`src/rtl/key_pkg.sv`:
```
// Shared definitions for the push-button conditioning block: per-channel
// state encoding, default timing constants and the counter-width helper.
package key_pkg;

  localparam logic [1:0] IDLE     = 2'd0;
  localparam logic [1:0] DB_PRESS = 2'd1;
  localparam logic [1:0] HELD     = 2'd2;
  localparam logic [1:0] DB_REL   = 2'd3;

  // 20 ms debounce, 500 ms first repeat, 100 ms repeat period at 50 MHz
  localparam int         DEF_DEBOUNCE_CYC = 1_000_000;
  localparam int         DEF_REPEAT_DLY   = 25_000_000;
  localparam int         DEF_REPEAT_PER   = 5_000_000;
  localparam logic [2:0] DEF_REPEAT_EN    = 3'b011;

  // One counter serves both debounce and repeat timing, so it is sized for
  // the larger of the two terminal counts, with a spare bit of headroom.
  function automatic int cnt_width(input int a, input int b);
    int m;
    m = (a > b) ? a : b;
    return $clog2(m) + 1;
  endfunction

endpackage

```
`src/rtl/key_chan.sv`:
```
// One push-button channel: 2-flop synchroniser, press/release debounce
// state machine with optional auto-repeat, and a registered one-cycle pulse.
module key_chan
  import key_pkg::*;
#(
  parameter int   DEBOUNCE_CYC = DEF_DEBOUNCE_CYC,
  parameter int   REPEAT_DLY   = DEF_REPEAT_DLY,
  parameter int   REPEAT_PER   = DEF_REPEAT_PER,
  parameter logic RPT          = 1'b0
) (
  input  logic clk50M,
  input  logic rst_n,
  input  logic key_n,
  output logic flg
);

  localparam int CW = cnt_width(DEBOUNCE_CYC, REPEAT_DLY);

  localparam logic [CW-1:0] DB_LAST    = CW'(DEBOUNCE_CYC - 1);
  localparam logic [CW-1:0] RPT_LAST   = CW'(REPEAT_DLY - 1);
  // Reloading here instead of zero makes every later repeat REPEAT_PER apart
  // while reusing the same terminal compare as the first repeat.
  localparam logic [CW-1:0] RPT_RELOAD = CW'(REPEAT_DLY - REPEAT_PER);

  logic          sync_p0;
  logic          sync_p1;
  logic          pressed;
  logic [1:0]    state;
  logic [CW-1:0] cnt;

  // Synchronise the asynchronous button; resets to the released level
  always_ff @(posedge clk50M or negedge rst_n) begin
    if (!rst_n) begin
      sync_p0 <= 1'b1;
      sync_p1 <= 1'b1;
    end else begin
      sync_p0 <= key_n;
      sync_p1 <= sync_p0;
    end
  end

  assign pressed = ~sync_p1;

  // Debounce/repeat state machine; flg is high only on the cycle after a pulse event
  always_ff @(posedge clk50M or negedge rst_n) begin
    if (!rst_n) begin
      state <= IDLE;
      cnt   <= '0;
      flg   <= 1'b0;
    end else begin
      flg <= 1'b0;
      case (state)
        IDLE: begin
          cnt <= '0;
          if (pressed) begin
            state <= DB_PRESS;
          end
        end
        DB_PRESS: begin
          if (!pressed) begin
            state <= IDLE;
            cnt   <= '0;
          end else if (cnt == DB_LAST) begin
            flg   <= 1'b1;
            state <= HELD;
            cnt   <= '0;
          end else begin
            cnt <= cnt + CW'(1);
          end
        end
        HELD: begin
          if (!pressed) begin
            state <= DB_REL;
            cnt   <= '0;
          end else if (!RPT) begin
            cnt <= '0;
          end else if (cnt == RPT_LAST) begin
            flg <= 1'b1;
            cnt <= RPT_RELOAD;
          end else begin
            cnt <= cnt + CW'(1);
          end
        end
        DB_REL: begin
          // A bounce back to pressed re-enters HELD silently and restarts repeat timing
          if (pressed) begin
            state <= HELD;
            cnt   <= '0;
          end else if (cnt == DB_LAST) begin
            state <= IDLE;
            cnt   <= '0;
          end else begin
            cnt <= cnt + CW'(1);
          end
        end
        default: begin
          state <= IDLE;
          cnt   <= '0;
        end
      endcase
    end
  end

endmodule

```
`src/rtl/key_pulse.sv`:
```
// Three independent key channels turning raw active-low buttons into the
// game FSM's single-cycle command pulses flg1 (right), flg2 (left), flg3 (colour).
module key_pulse
  import key_pkg::*;
#(
  parameter int         DEBOUNCE_CYC = DEF_DEBOUNCE_CYC,
  parameter int         REPEAT_DLY   = DEF_REPEAT_DLY,
  parameter int         REPEAT_PER   = DEF_REPEAT_PER,
  parameter logic [2:0] REPEAT_EN    = DEF_REPEAT_EN
) (
  input  logic       clk50M,
  input  logic       rst_n,
  input  logic [2:0] key_n,
  output logic       flg1,
  output logic       flg2,
  output logic       flg3
);

  logic [2:0] flg;

  for (genvar i = 0; i < 3; i++) begin : g_chan
    key_chan #(
      .DEBOUNCE_CYC (DEBOUNCE_CYC),
      .REPEAT_DLY   (REPEAT_DLY),
      .REPEAT_PER   (REPEAT_PER),
      .RPT          (REPEAT_EN[i])
    ) u_chan (
      .clk50M (clk50M),
      .rst_n  (rst_n),
      .key_n  (key_n[i]),
      .flg    (flg[i])
    );
  end

  // No arbitration: simultaneous pulses pass straight through
  assign flg1 = flg[0];
  assign flg2 = flg[1];
  assign flg3 = flg[2];

endmodule

```
`config.mk`:
```
export PLATFORM = sky130hd
export DESIGN_NAME = key_pulse
export DESIGN_NICKNAME = d
export VERILOG_FILES = /design/src/rtl/key_pkg.sv /design/src/rtl/key_chan.sv /design/src/rtl/key_pulse.sv
export SDC_FILE = /design/constraint.sdc
export NUM_CORES = 1
export LEC_CHECK = 0
export ABC_AREA = 1
export BUFFER_PORTS_ARGS = -buffer_cell sky130_fd_sc_hd__buf_2
export CORE_MARGIN = 2
export CORE_UTILIZATION = 53
export CTS_BUF_LIST = sky130_fd_sc_hd__clkbuf_4
export DETAILED_ROUTE_END_ITERATION = 16
export GPL_TIMING_DRIVEN = 0
export PLACE_DENSITY = 0.75
export SETUP_SLACK_MARGIN = 0.1
export SYNTH_ARGS = -nofsm -noshare
export SYNTH_HDL_FRONTEND = slang
export SYNTH_SLANG_ARGS = --single-unit
```
`constraint.sdc`:
```
create_clock -name clk50M -period 2.2 [get_ports clk50M]
set_input_delay 0.11 -clock clk50M [delete_from_list [all_inputs] [get_ports clk50M]]
set_output_delay 0.11 -clock clk50M [all_outputs]
set_load 0.02 [all_outputs]
```
==> impl_results.md, run 1 <==
- Fraction of layout instances using a drive strength above 1: 9.97%
- Vias: 4357
- Simple-gate share of the synthesized area: 34.9%
- Placer Congestion: 0.960
- Rows: 36
- Core Box Area: 9730 um2
- GR Util All Layers: 21.4%
- EDFF count, synth: 0
- Overall power: 0.00353 W
- Longest Clk Path Bufs: 2
- Nets: 715
- Final Hold Vio Count: 0
- CTS Sinks: 93
- Die Height: 104 um
- Synth area leaders: dfrtp_1, nor2_1, nand2_1
- Slew margin rel.: 66.0%
- Post-route DRC: 0
- Leakage: 2.59 nW
- Clk_lat worst skew: 0.46 ns
- IO Port Bufs: 7
- VDD IR max: 0.000709 V
- Via/cell ratio: 5.22
- Pin count of the biggest net entering global routing: 70
- Worst R2R End: g_chan[1].u_chan.cnt[20]
- CP Launch Type: flip-flop
- Final setup violation count: 0
- Commonest non-fill, non-tap cells in the layout: nor2_1, nand2_1, inv_1, dfrtp_1, nand3_1
- CTS tree: done
- Worst Setup End Kind: flip-flop
- CP Data Arrival Time: 2.24 ns
- Max-slew violations: 0
- DP HPWL: 8.07 mm
- Worst Tran Pin Value: 0.511 ns
- Antenna cells: 0
- Post-synth top area share: 41.3%
- Max Clock Freq: 543 MHz
- Syn Area/Cell: 7.82 um2
- Async S/R FF share, synth: 100%
- Pwr per Cell Area: 622 nW/um2
- Mapped cell area: 5270 um2
- Status: completed
- Final Skew: 0.0219 ns
- DP Cell Count: 815
- XOR/XNOR Fraction of Synth Area: 8.14%
- Vias in the first global route: 4337
- Yosys top cell by area: dfrtp_1
- CP max FO: 10
- IO Count: 8
- Mux share of post-synthesis cell area: 0%
- Final cell utilization of the core: 58.3%
- Final cycle utilization of the critical path: 83.7%
- Root Buffer: clkbuf_4
- Hold WC Path Type: in2async
- R2R Setup Slk: 0.36 ns
- Mapped Cells: 674
- Most common cell after layout, fill and taps aside: nor2_1
- Die Width: 104 um
- Max-cap viol count: 0
- Drt total wl: 10.6 mm
- Synth Register Bits: 93
- Initial core utilization: 54.2%
- R2R depth: 6
- Setup TNS: 0 ns
- Adder-Cell Fraction of Synth Area: 3.08%
- Die area: 10800 um2
- Synth Area in Compound Gates: 2.02%
- Clock slew at reported path FFs: 0.16 ns
- DRT iter0 DRCs: 283
- Final cell count without fillers: 835
- CTS Buf Count: 9
- Initial antenna violation count: 0
- Largest family of logic cells by synthesized area: simple AND/OR/NAND/NOR gates
- Setup CP Type: reg2reg
- Area delta synth->final: 7.52%
- Critical R2R Launch: g_chan[1].u_chan.state[0]
- DRT Pass-1 Iters: 5
- Wirelength per Cell: 12.7 um
- Distinct cells, synth: 33
- Tmin final: 1.84 ns
- Post-synth top flop: dfrtp_1
- H-tree levels: 3
- Ys Warns: 0
- Global-route wire length before repair: 19.2 mm
- Post-DRT Antenna Nets: 0
- Crit path required time: 2.59 ns
- RSZ-0062 raised after global routing: no
- Sequential share of the synthesized area: 44.3%
- Syn nets: 692
- Grt total ovfl: 0
## registers in the layout, indices dropped and copies added, names as in the netlist, named ones only
signal                 cells
g_chan.u_chan.cnt         78
g_chan.u_chan.flg          3
g_chan.u_chan.state        3
g_chan.u_chan.sync_p0      3
g_chan.u_chan.sync_p1      3
## cell usage after synthesis, types with 2 or more instances
master   number
nor2_4        2
nand2_1     122
dfrtp_1      87
nand2_2       6
inv_1        93
dfstp_2       6
buf_4         2
nor3_1       32
nand3_1      48
ha_1         13
xor2_1       37
nand4_1      31
xnor2_1      12
nand3_2       4
nor3_2        2
a21oi_1       7
nor2_1      129
or2_2         6
inv_2         2
nand2_4       5
o21ai_0       7
buf_6         2
nor3b_1       2
nor2_2        8
## worst max path at each step
stage	start	to	slack, ns
2_1_floorplan	g_chan[1].u_chan.cnt[0]	g_chan[1].u_chan.cnt[6]	0.66
3_3_place_gp	rst_n	g_chan[2].u_chan.cnt[1]	0.15
3_5_place_dp	g_chan[2].u_chan.cnt[0]	g_chan[2].u_chan.cnt[10]	0.32
4_1_cts	g_chan[2].u_chan.cnt[0]	g_chan[2].u_chan.cnt[20]	0.29
5_1_grt	g_chan[0].u_chan.cnt[0]	g_chan[0].u_chan.cnt[23]	0.13
6_report	g_chan[1].u_chan.state[0]	g_chan[1].u_chan.cnt[20]	0.36
## what timing repair did
item | in CTS | in global routing
gates resized for setup | 0 | 2
hold endpoints to repair | 90 | 0
setup buffers | 0 | 0
hold buffers | 4 | 0
endpoints found under the setup margin | 0 | 7
## layout make-up
type	count	area, um2
fillers	917	4060
multi-input cells	481	2550
flip-flops and latches	93	2330
inverters	95	357
well taps	133	166
repair buffers	12	105
clock buffers	9	67.6
clock inverters	7	47.5
plain buffers	5	41.3
## cells by family (layout without fill, tap and decap cells)
| logic type | Yosys count | count (layout) |
|---|---|---|
| buffers and inverters | 100 | 128 |
| XOR/XNOR | 49 | 49 |
| AO/OA/AOI/OAI | 19 | 19 |
| flip-flops | 93 | 93 |
| adder cells (fa/ha/maj) | 13 | 13 |
| AND/OR/NAND/NOR | 400 | 400 |
## worst max-delay path, stage by stage (launching register included)
cell and delay, ns:
dfrtp_1 0.46, inv_1 0.11, ha_1 0.27, inv_1 0.14, buf_1 0.43, nand2_1 0.24
nor2_1 0.14
## where the power goes
group	internal (W)	total, W	switching (W)
Sequential	0.00179	0.00186	0.0000719
Combinational	0.000267	0.000847	0.000580
Clock	0.000235	0.000825	0.000590
## per-stage QoR
step | setup WS, ns | hold slack [ns] | instance area [um2]
final | 0.358 | 0.0730 | 5670
after CTS | 0.293 | 0.0549 | 5660
after global placement | 0.149 | 0.216 | 5470
after floorplan | 0.662 | -0.186 | 5270
after global routing | 0.132 | 0.0550 | 5670
after detailed placement | 0.319 | 0.0428 | 5500
## layer usage
metal  up-vias  routed length, um  GRT usage, %
met5         -                  0             0
li1       2180                  -             -
met1      2047               4580          26.5
met2       117               5350          36.8
met4         0                127          6.56
met3        13                578          5.66
Note: power is estimated with default switching activity, not from simulation.
==> inputs of run 2 (changes only) <==
--- a/config.mk
+++ b/config.mk
@@ -5,7 +5,7 @@
 export SDC_FILE = /design/constraint.sdc
 export NUM_CORES = 1
 export LEC_CHECK = 0
-export ABC_AREA = 1
+export ABC_AREA = 0
 export BUFFER_PORTS_ARGS = -buffer_cell sky130_fd_sc_hd__buf_2
 export CORE_MARGIN = 2
 export CORE_UTILIZATION = 53
==> constraint.sdc (replaced) <==
create_clock -name clk50M -period 1.85 [get_ports clk50M]
set_input_delay 0.0925 -clock clk50M [delete_from_list [all_inputs] [get_ports clk50M]]
set_output_delay 0.0925 -clock clk50M [all_outputs]
set_load 0.02 [all_outputs]
==> impl_results.md, run 2 <==
- Longest Clk Path Bufs: 2
- CP Launch Type: flip-flop
- DP HPWL: 6.33 mm
- Antenna cells: 0
- Critical Path Max Stage Delay: 0.54 ns
- Hold WC Path Type: in2async
- Syn nets: 523
- Async S/R FF share, synth: 100%
- Distinct cells, synth: 48
- Final setup violation count: 79
- Drt total wl: 11.8 mm
- Placer Congestion: 0.815
- Commonest non-fill, non-tap cells in the layout: dfrtp_1, buf_4, nor2_2, nor2_1, xnor2_1
- Count leader, synth: nor2_1
- Final Cell Area: 6390 um2
- Status: finished, violations left
- Vias: 4054
- Placed Area: 5120 um2
- R2R Setup Slk: -0.39 ns
- CTS Buf Count: 9
- Largest register by flop count: g_chan.u_chan.cnt
- Core Box Area: 8810 um2
- Post-synth top flop: dfrtp_1
- Worst Tran Pin Value: 0.563 ns
- Mapped Cells: 505
- Crit-path cells: or4_4, or3_4, o21ai_2, a21o_1, buf_6, buf_12, buf_12, nor2_2
- Tmin final: 2.24 ns
- CTS tree: done
- Die Height: 99.8 um
- Clk_lat worst skew: 0.44 ns
- CTS Sinks: 93
- Top delay family on crit path: simple AND/OR/NAND/NOR gates
- CP Buf/Inv Count: 3
- DP Cell Count: 621
- Critical R2R Launch: g_chan[1].u_chan.cnt[11]
- Mapped cell area: 4870 um2
- Setup CP Type: reg2reg
- IO Port Bufs: 7
- Area delta synth->final: 31.2%
- Sw Ratio: 33.6%
- Final cell utilization of the core: 72.5%
- Max Clock Freq: 446 MHz
- Vias in the first global route: 4100
- Root Buffer: clkbuf_4
- Synth Register Bits: 93
- Die area: 9960 um2
- Max-cap viol count: 0
- Crit path required time: 2.18 ns
- H-tree levels: 3
- VDD IR max: 0.000416 V
- Nets: 609
- Post-DRT Antenna Nets: 0
- Fraction of layout instances using a drive strength above 1: 34.4%
- Post-route DRC: 0
- Critical Path Source: g_chan[1].u_chan.cnt[11]
- Final Hold Vio Count: 0
- Ys Warns: 0
- CP Data Arrival Time: 2.57 ns
- Yosys top cell by area: dfrtp_1
- Worst Setup End Kind: flip-flop
- Top post-synthesis cells by count: nor2_1, dfrtp_1, xnor2_1
- Die Width: 99.8 um
- Max-slew violations: 0
- Most common cell after layout, fill and taps aside: dfrtp_1
- Failing checks: setup timing
- Pwr per Cell Area: 824 nW/um2
- Crit. path cell count: 8
- Worst setup margin: -0.393 ns
- CP max FO: 5
- DRT Pass-1 Iters: 5
- Final cycle utilization of the critical path: 121%
- Most used cell along the critical path: buf_12
- Synth area leaders: dfrtp_1, nor2_1, xnor2_1
- Final Skew: 0.0175 ns
- Final cell count without fillers: 704
- Comb power frac: 36.0%
- RSZ-0062 raised after global routing: yes
- Rows: 34
- Grt total ovfl: 0
- Syn Area/Cell: 9.64 um2
- Via/cell ratio: 5.76
- IO Count: 8
- Pre-CTS setup slack: -0.355 ns
- Wirelength per Cell: 16.7 um
- Slew margin rel.: 62.2%
- DRT iter0 DRCs: 179
- EDFF count, synth: 0
- Clk pwr share: 21.7%
- Switch Pwr: 0.00177 W
- Initial antenna violation count: 0
- Sequential share of the synthesized area: 48.0%
- CP max-delay cell: or4_4
- Leakage: 2.58 nW
- GR Util All Layers: 23.5%
- R2R depth: 8
- Pin count of the biggest net entering global routing: 65
- Sequential Power Share: 42.3%
- P_int: 0.00350 W
- Clock slew at reported path FFs: 0.14 ns
- Global-route wire length before repair: 18.9 mm
- Initial core utilization: 55.3%
- Post-synth top area share: 44.7%
- Max reg flops: 78
run 2: changes by cell type after synthesis, sizes merged, moves of 7 or more:
cell / change
and2: +7
and3: +9
and4: +12
clkbuf: +10
inv: -78
nand2: -106
nand3: -17
nand4: -8
nor2: -46
nor3: -18
nor4: +14
or4: +8
xnor2: +25
run 2: cell type report:
type	instances	area (um2)
multi-input combinational	379	2840
sequential	93	2340
fill	586	2420
inverter	17	63.8
buffer	16	153
tap	108	135
clock inverter	6	70.1
timing repair buffer	75	706
clock buffer	10	75.1
run 2: cells by family (layout without fill, tap and decap cells):
group                    Yosys count  after routing  share of synthesized area [%]
AO/OA/AOI/OAI                     31             31                           4.37
XOR/XNOR                          73             73                           13.1
adder cells (fa/ha/maj)           13             13                           3.34
buffers and inverters             33            124                           3.14
flip-flops                        93             93                           48.0
multiplexers                       1              1                          0.206
AND/OR/NAND/NOR                  261            261                           27.8
run 2: power by group through the flow:
stage                     logic [W]  registers [W]  clock network (W)
after floorplan            0.000753        0.00224                  0
after global placement     0.000967        0.00226                  0
after detailed placement    0.00102        0.00227                  0
after CTS                   0.00167        0.00222            0.00119
after global routing        0.00203        0.00224            0.00127
final                       0.00189        0.00223            0.00114
run 2: routing by layer:
metal | global-route usage (%) | vias to the layer above | share of wire [%]
li1 | - | 1934 | -
met1 | 30.2 | 2007 | 42
met2 | 40.2 | 99 | 53
met3 | 4.46 | 14 | 3.6
met4 | 8.22 | 0 | 1.3
met5 | 0 | - | 0
run 2: path summary, 6_finish.rpt:
kind	endpoint
setup reg to reg	g_chan[1].u_chan.cnt[22]
hold / removal	g_chan[1].u_chan.cnt[10]
setup / recovery	g_chan[1].u_chan.cnt[22]
hold reg to reg	g_chan[0].u_chan.sync_p1
max in group asynchronous	g_chan[0].u_chan.sync_p0
min in group clk50M	g_chan[2].u_chan.sync_p0
run 2: worst reg2reg max path: stages, from the launching register on:
cell and delay [ns]:
dfrtp_1 0.42, or4_4 0.54, or3_4 0.42, o21ai_2 0.17, a21o_1 0.18, buf_6 0.14, buf_12 0.11, buf_12 0.12
nor2_2 0.04
run 2: through the flow:
stage,TNS (ns),total power (W),hold WS [ns]
floorplan,-3.49,0.00299,-0.203
global placement,-32.32,0.00322,0.197
detailed placement,-20.42,0.00328,0.0579
CTS,-10.90,0.00508,0.101
global route,-20.92,0.00555,0.132
finish,-15.35,0.00526,0.116
run 2: repair_timing:
item | CTS | global route
resized for setup | 63 | 82
gates cloned | 4 | 0
setup endpoints to repair | 86 | 86
hold buffers | 4 | 0
pin swaps | 29 | 21
hold endpoints to repair | 92 | 0
setup buffers | 43 | 18
